## config.mk

```make
export PLATFORM = sky130hd
export DESIGN_NAME = id_ex_stage
export DESIGN_NICKNAME = d
export VERILOG_FILES = /design/src/rtl/id_ex_stage.sv
export SDC_FILE = /design/constraint.sdc
export NUM_CORES = 1
export LEC_CHECK = 0
export ABC_AREA = 1
export ABC_CLOCK_PERIOD_IN_PS = 4050
export CORE_AREA = 2 2 134 136
export CTS_CLUSTER_SIZE = 10
export DETAILED_ROUTE_END_ITERATION = 8
export DIE_AREA = 0 0 136 138
export PLACE_DENSITY_LB_ADDON = 0.12
export SETUP_SLACK_MARGIN = 0.05
export SYNTH_ARGS = -nofsm -noshare
export SYNTH_HDL_FRONTEND = slang
export SYNTH_SLANG_ARGS = --single-unit
```

## constraint.sdc

```tcl
create_clock -name Clock -period 4.05 [get_ports Clock]
set_clock_uncertainty 0.2 [all_clocks]
set_input_delay 0.6075 -clock Clock [delete_from_list [all_inputs] [get_ports Clock]]
set_output_delay 0.6075 -clock Clock [all_outputs]
set_load 0.02 [all_outputs]
```

## src/rtl/id_ex_stage.sv

```systemverilog
// id_ex_stage: ID/EX pipeline register with hazard detection, bubble insertion and saturating stall counter; define FORWARD_EN for the EX/MEM/WB forwarding network
module id_ex_stage #(
  parameter int CNT_W = 16
) (
  input  logic             Clock,
  input  logic             nReset,
  input  logic             IdValid,
  input  logic [4:0]       RsAddr,
  input  logic [4:0]       RtAddr,
  input  logic [4:0]       RdAddr,
  input  logic [31:0]      RsData,
  input  logic [31:0]      RtData,
  input  logic             IdRegWrite,
  input  logic             IdMemRead,
  input  logic [31:0]      IdImm,
  input  logic             IdImmSel,
  input  logic [31:0]      ExResult,
  input  logic             MemRegWrite,
  input  logic [4:0]       MemRdAddr,
  input  logic [31:0]      MemResult,
  input  logic             WbRegWrite,
  input  logic [4:0]       WbRdAddr,
  input  logic [31:0]      WbData,
  input  logic             DownStall,
  input  logic             Flush,
  output logic             ExValid,
  output logic [4:0]       ExRdAddr,
  output logic             ExRegWrite,
  output logic             ExMemRead,
  output logic [31:0]      ExOpA,
  output logic [31:0]      ExOpB,
  output logic [31:0]      ExRtVal,
  output logic             Hold,
  output logic [CNT_W-1:0] StallCount
);
  typedef enum logic {RUN, LSTALL} state_t;
  state_t state_q, state_d;
  logic ex_valid_q, ex_valid_d, ex_reg_write_q, ex_reg_write_d, ex_mem_read_q, ex_mem_read_d;
  logic [4:0] ex_rd_q, ex_rd_d;
  logic [31:0] op_a_q, op_a_d, op_b_q, op_b_d, rt_val_q, rt_val_d;
  logic [CNT_W-1:0] cnt_q, cnt_d;
  logic rt_used, rs_nz, rt_nz, ex_rs, ex_rt, mem_rs, mem_rt, wb_rs, wb_rt, hazard, load_use;
  logic [31:0] rs_fwd, rt_fwd;
  // An immediate-form instruction that neither loads nor writes a register is a store: its Rt is the store data
  assign rt_used = ~IdImmSel | ~(IdRegWrite | IdMemRead);
  assign rs_nz = |RsAddr;
  assign rt_nz = |RtAddr;
  assign ex_rs = ex_valid_q & rs_nz & (ex_rd_q == RsAddr);
  assign ex_rt = ex_valid_q & rt_nz & (ex_rd_q == RtAddr);
  assign mem_rs = MemRegWrite & rs_nz & (MemRdAddr == RsAddr);
  assign mem_rt = MemRegWrite & rt_nz & (MemRdAddr == RtAddr);
  assign wb_rs = WbRegWrite & rs_nz & (WbRdAddr == RsAddr);
  assign wb_rt = WbRegWrite & rt_nz & (WbRdAddr == RtAddr);
`ifdef FORWARD_EN
  assign load_use = (state_q == RUN) & IdValid & ex_mem_read_q & (ex_rs | rt_used & ex_rt);
  assign hazard = load_use;
  assign rs_fwd = !rs_nz ? '0 : ex_rs & ex_reg_write_q & ~ex_mem_read_q ? ExResult :
                  mem_rs ? MemResult : wb_rs ? WbData : RsData;
  assign rt_fwd = !rt_nz ? '0 : ex_rt & ex_reg_write_q & ~ex_mem_read_q ? ExResult :
                  mem_rt ? MemResult : wb_rt ? WbData : RtData;
`else
  logic unused_fwd;
  assign unused_fwd = ^{ExResult, MemResult, WbData};
  assign load_use = 1'b0;
  assign hazard = IdValid & (ex_rs & ex_reg_write_q | mem_rs | wb_rs |
                             rt_used & (ex_rt & ex_reg_write_q | mem_rt | wb_rt));
  assign rs_fwd = rs_nz ? RsData : '0;
  assign rt_fwd = rt_nz ? RtData : '0;
`endif
  assign Hold = (hazard | DownStall) & ~Flush;
  // Flush squashes, downstream stall holds, a hazard inserts a counted bubble, otherwise capture decode
  always_comb begin
    state_d = state_q;
    ex_valid_d = ex_valid_q;
    ex_rd_d = ex_rd_q;
    ex_reg_write_d = ex_reg_write_q;
    ex_mem_read_d = ex_mem_read_q;
    op_a_d = op_a_q;
    op_b_d = op_b_q;
    rt_val_d = rt_val_q;
    cnt_d = cnt_q;
    if (Flush) begin
      ex_valid_d = 1'b0;
      state_d = RUN;
    end else if (!DownStall && hazard) begin
      ex_valid_d = 1'b0;
      ex_rd_d = '0;
      ex_reg_write_d = 1'b0;
      ex_mem_read_d = 1'b0;
      op_a_d = '0;
      op_b_d = '0;
      rt_val_d = '0;
      cnt_d = &cnt_q ? cnt_q : cnt_q + CNT_W'(1);
      state_d = load_use ? LSTALL : RUN;
    end else if (!DownStall) begin
      ex_valid_d = IdValid;
      ex_rd_d = RdAddr;
      ex_reg_write_d = IdRegWrite;
      ex_mem_read_d = IdMemRead;
      op_a_d = rs_fwd;
      op_b_d = IdImmSel ? IdImm : rt_fwd;
      rt_val_d = rt_fwd;
      state_d = RUN;
    end
  end
  // Pipeline register, FSM and stall counter; reset empties the slot immediately
  always_ff @(posedge Clock or negedge nReset) begin
    if (!nReset) begin
      state_q <= RUN;
      ex_valid_q <= 1'b0;
      ex_rd_q <= '0;
      ex_reg_write_q <= 1'b0;
      ex_mem_read_q <= 1'b0;
      op_a_q <= '0;
      op_b_q <= '0;
      rt_val_q <= '0;
      cnt_q <= '0;
    end else begin
      state_q <= state_d;
      ex_valid_q <= ex_valid_d;
      ex_rd_q <= ex_rd_d;
      ex_reg_write_q <= ex_reg_write_d;
      ex_mem_read_q <= ex_mem_read_d;
      op_a_q <= op_a_d;
      op_b_q <= op_b_d;
      rt_val_q <= rt_val_d;
      cnt_q <= cnt_d;
    end
  end
  assign ExValid = ex_valid_q;
  assign ExRdAddr = ex_rd_q;
  assign ExRegWrite = ex_reg_write_q;
  assign ExMemRead = ex_mem_read_q;
  assign ExOpA = op_a_q;
  assign ExOpB = op_b_q;
  assign ExRtVal = rt_val_q;
  assign StallCount = cnt_q;
endmodule

```

---- Word-level counts from Yosys, hierarchy flattened ----
Cells that the tools add are included.
operators by class
  add/subtract/negate cells ............... 1
  equal/unequal tests ..................... 8
  reduce and logical (&&, ||, !) cells .... 7
  bitwise operators ....................... 29
  multiplexer cells ....................... 18
operators by type and width
  cell                   count
  $mux 32                9
  $eq 5x5->1             6
  $and 1x1->1            17
  $add 16x1->16 const B  1
  $reduce_and 16->1      1
  $mux 5                 2
  $reduce_or 5->1        2
  $or 1x1->1             8
  $mux 1                 7
  $not 1->1              4
  $ne 3x1->1 const B     1
  $reduce_and 3->1       1
  $ne 2x1->1 const B     1
  $reduce_and 2->1       1
  $logic_and 1x1->1      1
  $logic_not 1->1        1
storage, ports and cells
  word-level logic and storage cells ...... 71
  bits of input ports ..................... 227
  flip-flop bits (word level) ............. 120
  output and inout port bits .............. 121

---- Logic depth before layout (Yosys ltp) ----
Gate-level depths: netlist of the first run.
  word-level depth ........................ 12
  gate-level depth with buffers ........... 13
  mapped depth without buffers ............ 12

---- Worst setup path before layout of the first run ----
No wires, ideal clock.
  path type ............................... input to output
  start point ............................. input port RsAddr[1]
  end point ............................... output port Hold
  data arrival time ....................... 1656 ps
  slack ................................... 1586 ps
  data required time ...................... 3242 ps
  path buffers ............................ 0
  cell stages on the path ................. 9
  path through ............................ inv_1 nor2_1 a21oi_1 nand3_1 nand3_1 nand2_1 nand2_4 nand2_4 a21oi_1
on the way
  word-level cells in the longest chain between the ends .. 10
  elaborated cells between the ends (all ways) .. 17
  those cells by class .................... 3 x eq/ne; 13 x bitwise; 1 x reduce/logical
ends and longest elaborated chain
  what                       RTL line  source
  start: declaration         8         input logic [4:0] RsAddr,
  $reduce_or 5->1            46        assign rs_nz = |RsAddr;
  $and 1x1->1 (2 in a row)   48        assign ex_rs = ex_valid_q & rs_nz & (ex_rd_q == RsAddr);
  $and 1x1->1                65        assign hazard = IdValid & (ex_rs & ex_reg_write_q | mem_rs | wb_rs |
  $or 1x1->1                 65
  $or 1x1->1 * (2 in a row)  65
  $and 1x1->1 *              65
  $or 1x1->1 *               70        assign Hold = (hazard | DownStall) & ~Flush;
  $and 1x1->1 *              70
  end: declaration           33        output logic Hold,
Mark *: on every way between the ends. The rest lies on a longest branch, timed or not.

---- Worst setup path after layout of the first run ----
  start point ............................. input port RtAddr[4]
  end point ............................... output port Hold
on the way
  word-level cells in the longest chain between the ends .. 11
  elaborated cells between the ends (all ways) .. 18
  those cells by class .................... 3 x eq/ne; 14 x bitwise; 1 x reduce/logical
ends and longest elaborated chain
  what                      RTL line  source
  start: declaration        9         input logic [4:0] RtAddr,
  $reduce_or 5->1           47        assign rt_nz = |RtAddr;
  $and 1x1->1 (2 in a row)  49        assign ex_rt = ex_valid_q & rt_nz & (ex_rd_q == RtAddr);
  $and 1x1->1               66        rt_used & (ex_rt & ex_reg_write_q | mem_rt | wb_rt));
  $or 1x1->1                66
  $or 1x1->1 *              66
  $and 1x1->1 *             66
  $or 1x1->1 *              65
  $and 1x1->1 *             65
  $or 1x1->1 *              70
  $and 1x1->1 *             70
Marks and branches as above.

==> results.ini, run 1 <==
[logic_synthesis]
synthSimpleGateAreaFrac=0.274
ys_seq_area_frac=0.500
yosysTopAreaCellShare=0.500
synth_compound_area_frac=0.144
syn_nets=994
synthXorXnorAreaFrac=0.0189
syn_area_per_cell_um2=7.85
synth_warnings=0
ys_types=28
synth_area_leader_cell=dfrtp_1
synthesis.area_um2=6010
async_flop_share=1.00
synthesis.instances=766
ys.flop_type=dfrtp_1
synth_top_family_by_area=simple AND/OR/NAND/NOR gates
synth-edff-count=0
ys_ff_latch=120
ys_top_cells_by_area=dfrtp_1 50%, nand2_1 19%, o21ai_2 5.8%, o21ai_0 5.2%, nor2_1 3.8%
yosys.area_share.adder=0.00208
synthMuxAreaShare=0

[power_and_ir_drop]
comb_power_share=0.259
swShare=0.312
ir_drop_v=0.000267
intPower_mw=2.70
finalPower_mw=3.92
power.density_nw_per_um2=423
p_clk_frac=0.373
p_switching_mw=1.22
seqPwrFrac=0.368
leakagePower_nw=4.31

[clock_tree]
cts-htree-levels=4
cts_resized=0
path_clk_slew_ps=50
hold_buffers=0
cts_tree=yes
postCtsSetupBuffers=0
cts.sinks=120
clk_latency_ps=420
clockRootBuffer=clkbuf_16
clk_path_buf_depth=2
cts_buffers=17

[critical_path]
reg2reg_to=ExOpA[17]
startpoint_type=primary input
crit_path_max_fanout=10
slowest_stage=clkdlybuf4s50_1
required_ps=3240
r2r_cells=12
rrSetupSlack_ps=1660
worstPathArrival_ps=2910
crit_type=primary input to output pin
r2r_start=ExRdAddr[2]
critPathMaxStageDelay_ps=640
crit_path_end_kind=output pin
path_cells=clkdlybuf4s50_1, inv_1, nand2_1, nand2_1, nor2_1, nand3_1, nand3_1, nand2_2, nand2_4, nand2_4, a21oi_1, clkdlybuf4s50_1
crit_buf_inv=3
path_delay_family=buffers and inverters

[sta]
setup_violations=0
fmax_mhz=269
fin_hold_ws_ps=16.1
final_hold_viol_count=0
setup_slack_ps=337
fin_crit_ps=3710
slew_viol_final=0
tightest_slew_ps=763
rsz0062_at_grt=no
slew_headroom=0.491
fin_setup_tns_ps=0
fin_crit_sh=0.917

[cells_and_area]
syn_to_final_growth_pct=54.3
drive_gt1_frac=0.0910
mostFrequentLayoutCell=nand2_1
layout.nets=1237
mostFrequentLayoutCells=299 x nand2_1, 249 x clkdlybuf4s50_1, 120 x dfrtp_1, 63 x o21ai_0, 61 x nor2_1
design_area_um2=9280
insertedDiodeCount=0

[drt]
drcViolationCount=0
drt_iter0_drc=327
ant_nets=0
vias=5823
first_pass_iters=4
routedWlPerCell_um=15.0
vias_per_cell=4.65
routed_wl_mm=18.7

[global_routing]
grt_use_total=0.200
grt_pass1_wl_mm=29.7
grt_pass1_vias=5538
antenna_found_initial=0
grt.overflow.total=0
grt_max_degree=121

[floorplanning]
ios=348
initial_utilization=0.343
die_area_um2=18800
die_w_um=136
core_area_um2=17500
die_h_um=138
rows=49

[placement]
place.gp.congestion=0.889
port_buffers=251
dpl.hpwl_mm=12.8
place_ws_ps=369
place_area_um2=8710

[run]
drv_cap=0

[worst_hold_path]
hold_class=primary input to async pin

[run_status]
status=complete, no violations

[layout make-up]
| class | instances | area (um^2) |
|---|---|---|
| clock buffers | 18 | 429 |
| inverters | 45 | 169 |
| well taps | 229 | 287 |
| clock inverters | 14 | 140 |
| multi-input cells | 565 | 2640 |
| repair buffers | 260 | 2610 |
| flip-flops and latches | 120 | 3000 |
| fillers | 1671 | 8260 |
[layer usage]
| layer | wire (um) | global-route usage |
|---|---|---|
| met5 | 0 | 0 |
| met4 | 359 | 0.0746 |
| met3 | 1470 | 0.0568 |
| met2 | 8560 | 0.313 |
| met1 | 8350 | 0.263 |
[cell families (layout without fill, tap and decap cells)]
kind of cell             Yosys count  count (layout)
XOR/XNOR                          13              13
flip-flops                       120             120
AO/OA/AOI/OAI                    141             141
adder cells (fa/ha/maj)            1               1
AND/OR/NAND/NOR                  410             410
buffers and inverters             81             337
[stage by stage]
stage / utilization / std cells
2_1_floorplan: - / 766
3_3_place_gp: 0.497 / 1219
3_5_place_dp: 0.497 / 1219
4_1_cts: 0.529 / 1251
5_1_grt: 0.529 / 1251
6_report: 0.529 / 1251
[how the worst max path moves through the flow]
stage,start,endpoint,slack [ps],cells past startpoint
6_report,RtAddr[4],Hold,340,12
5_1_grt,RtAddr[1],Hold,180,12
4_1_cts,RtAddr[4],Hold,340,12
3_5_place_dp,RtAddr[4],Hold,370,12
3_3_place_gp,RsAddr[3],Hold,370,12
2_1_floorplan,RsAddr[1],Hold,1590,9
[cells in the mapped netlist (4+ instances only)]
master	number
o21ai_2	40
nor2_1	61
clkbuf_1	25
xor2_1	9
xnor2_1	4
nor3_1	6
inv_1	42
a21oi_1	31
nand4_1	6
nand3_1	27
o21ai_0	63
buf_2	5
buf_8	5
nand2_1	299
dfrtp_1	120
[power by group through the flow]
stage / registers [mW] / clock network [mW] / logic (mW)
finish: 1.44 / 1.46 / 1.02
global route: 1.46 / 1.57 / 1.10
CTS: 1.44 / 1.51 / 1.03
detailed placement: 1.46 / 0 / 1.03
global placement: 1.46 / 0 / 1.02
floorplan: 1.65 / 0 / 0.284
[state kept, by name, indices dropped and copies added (netlist names)]
| signal | cells |
|---|---|
| StallCount | 16 |
| ExMemRead | 1 |
| ExRtVal | 32 |
| ExValid | 1 |
| ExRdAddr | 5 |
| ExOpA | 32 |
| ExOpB | 32 |
| ExRegWrite | 1 |
No activity file was read; power rests on OpenSTA's default activity.
==> inputs of run 2 (changes only) <==
--- a/config.mk
+++ b/config.mk
@@ -7,6 +7,7 @@
 export LEC_CHECK = 0
 export ABC_AREA = 1
 export ABC_CLOCK_PERIOD_IN_PS = 4050
+export CAP_MARGIN = 15
 export CORE_AREA = 2 2 134 136
 export CTS_CLUSTER_SIZE = 10
 export DETAILED_ROUTE_END_ITERATION = 8
==> results of run 2 <==
Final layout, timing and power as in run 1 (identical DEF).
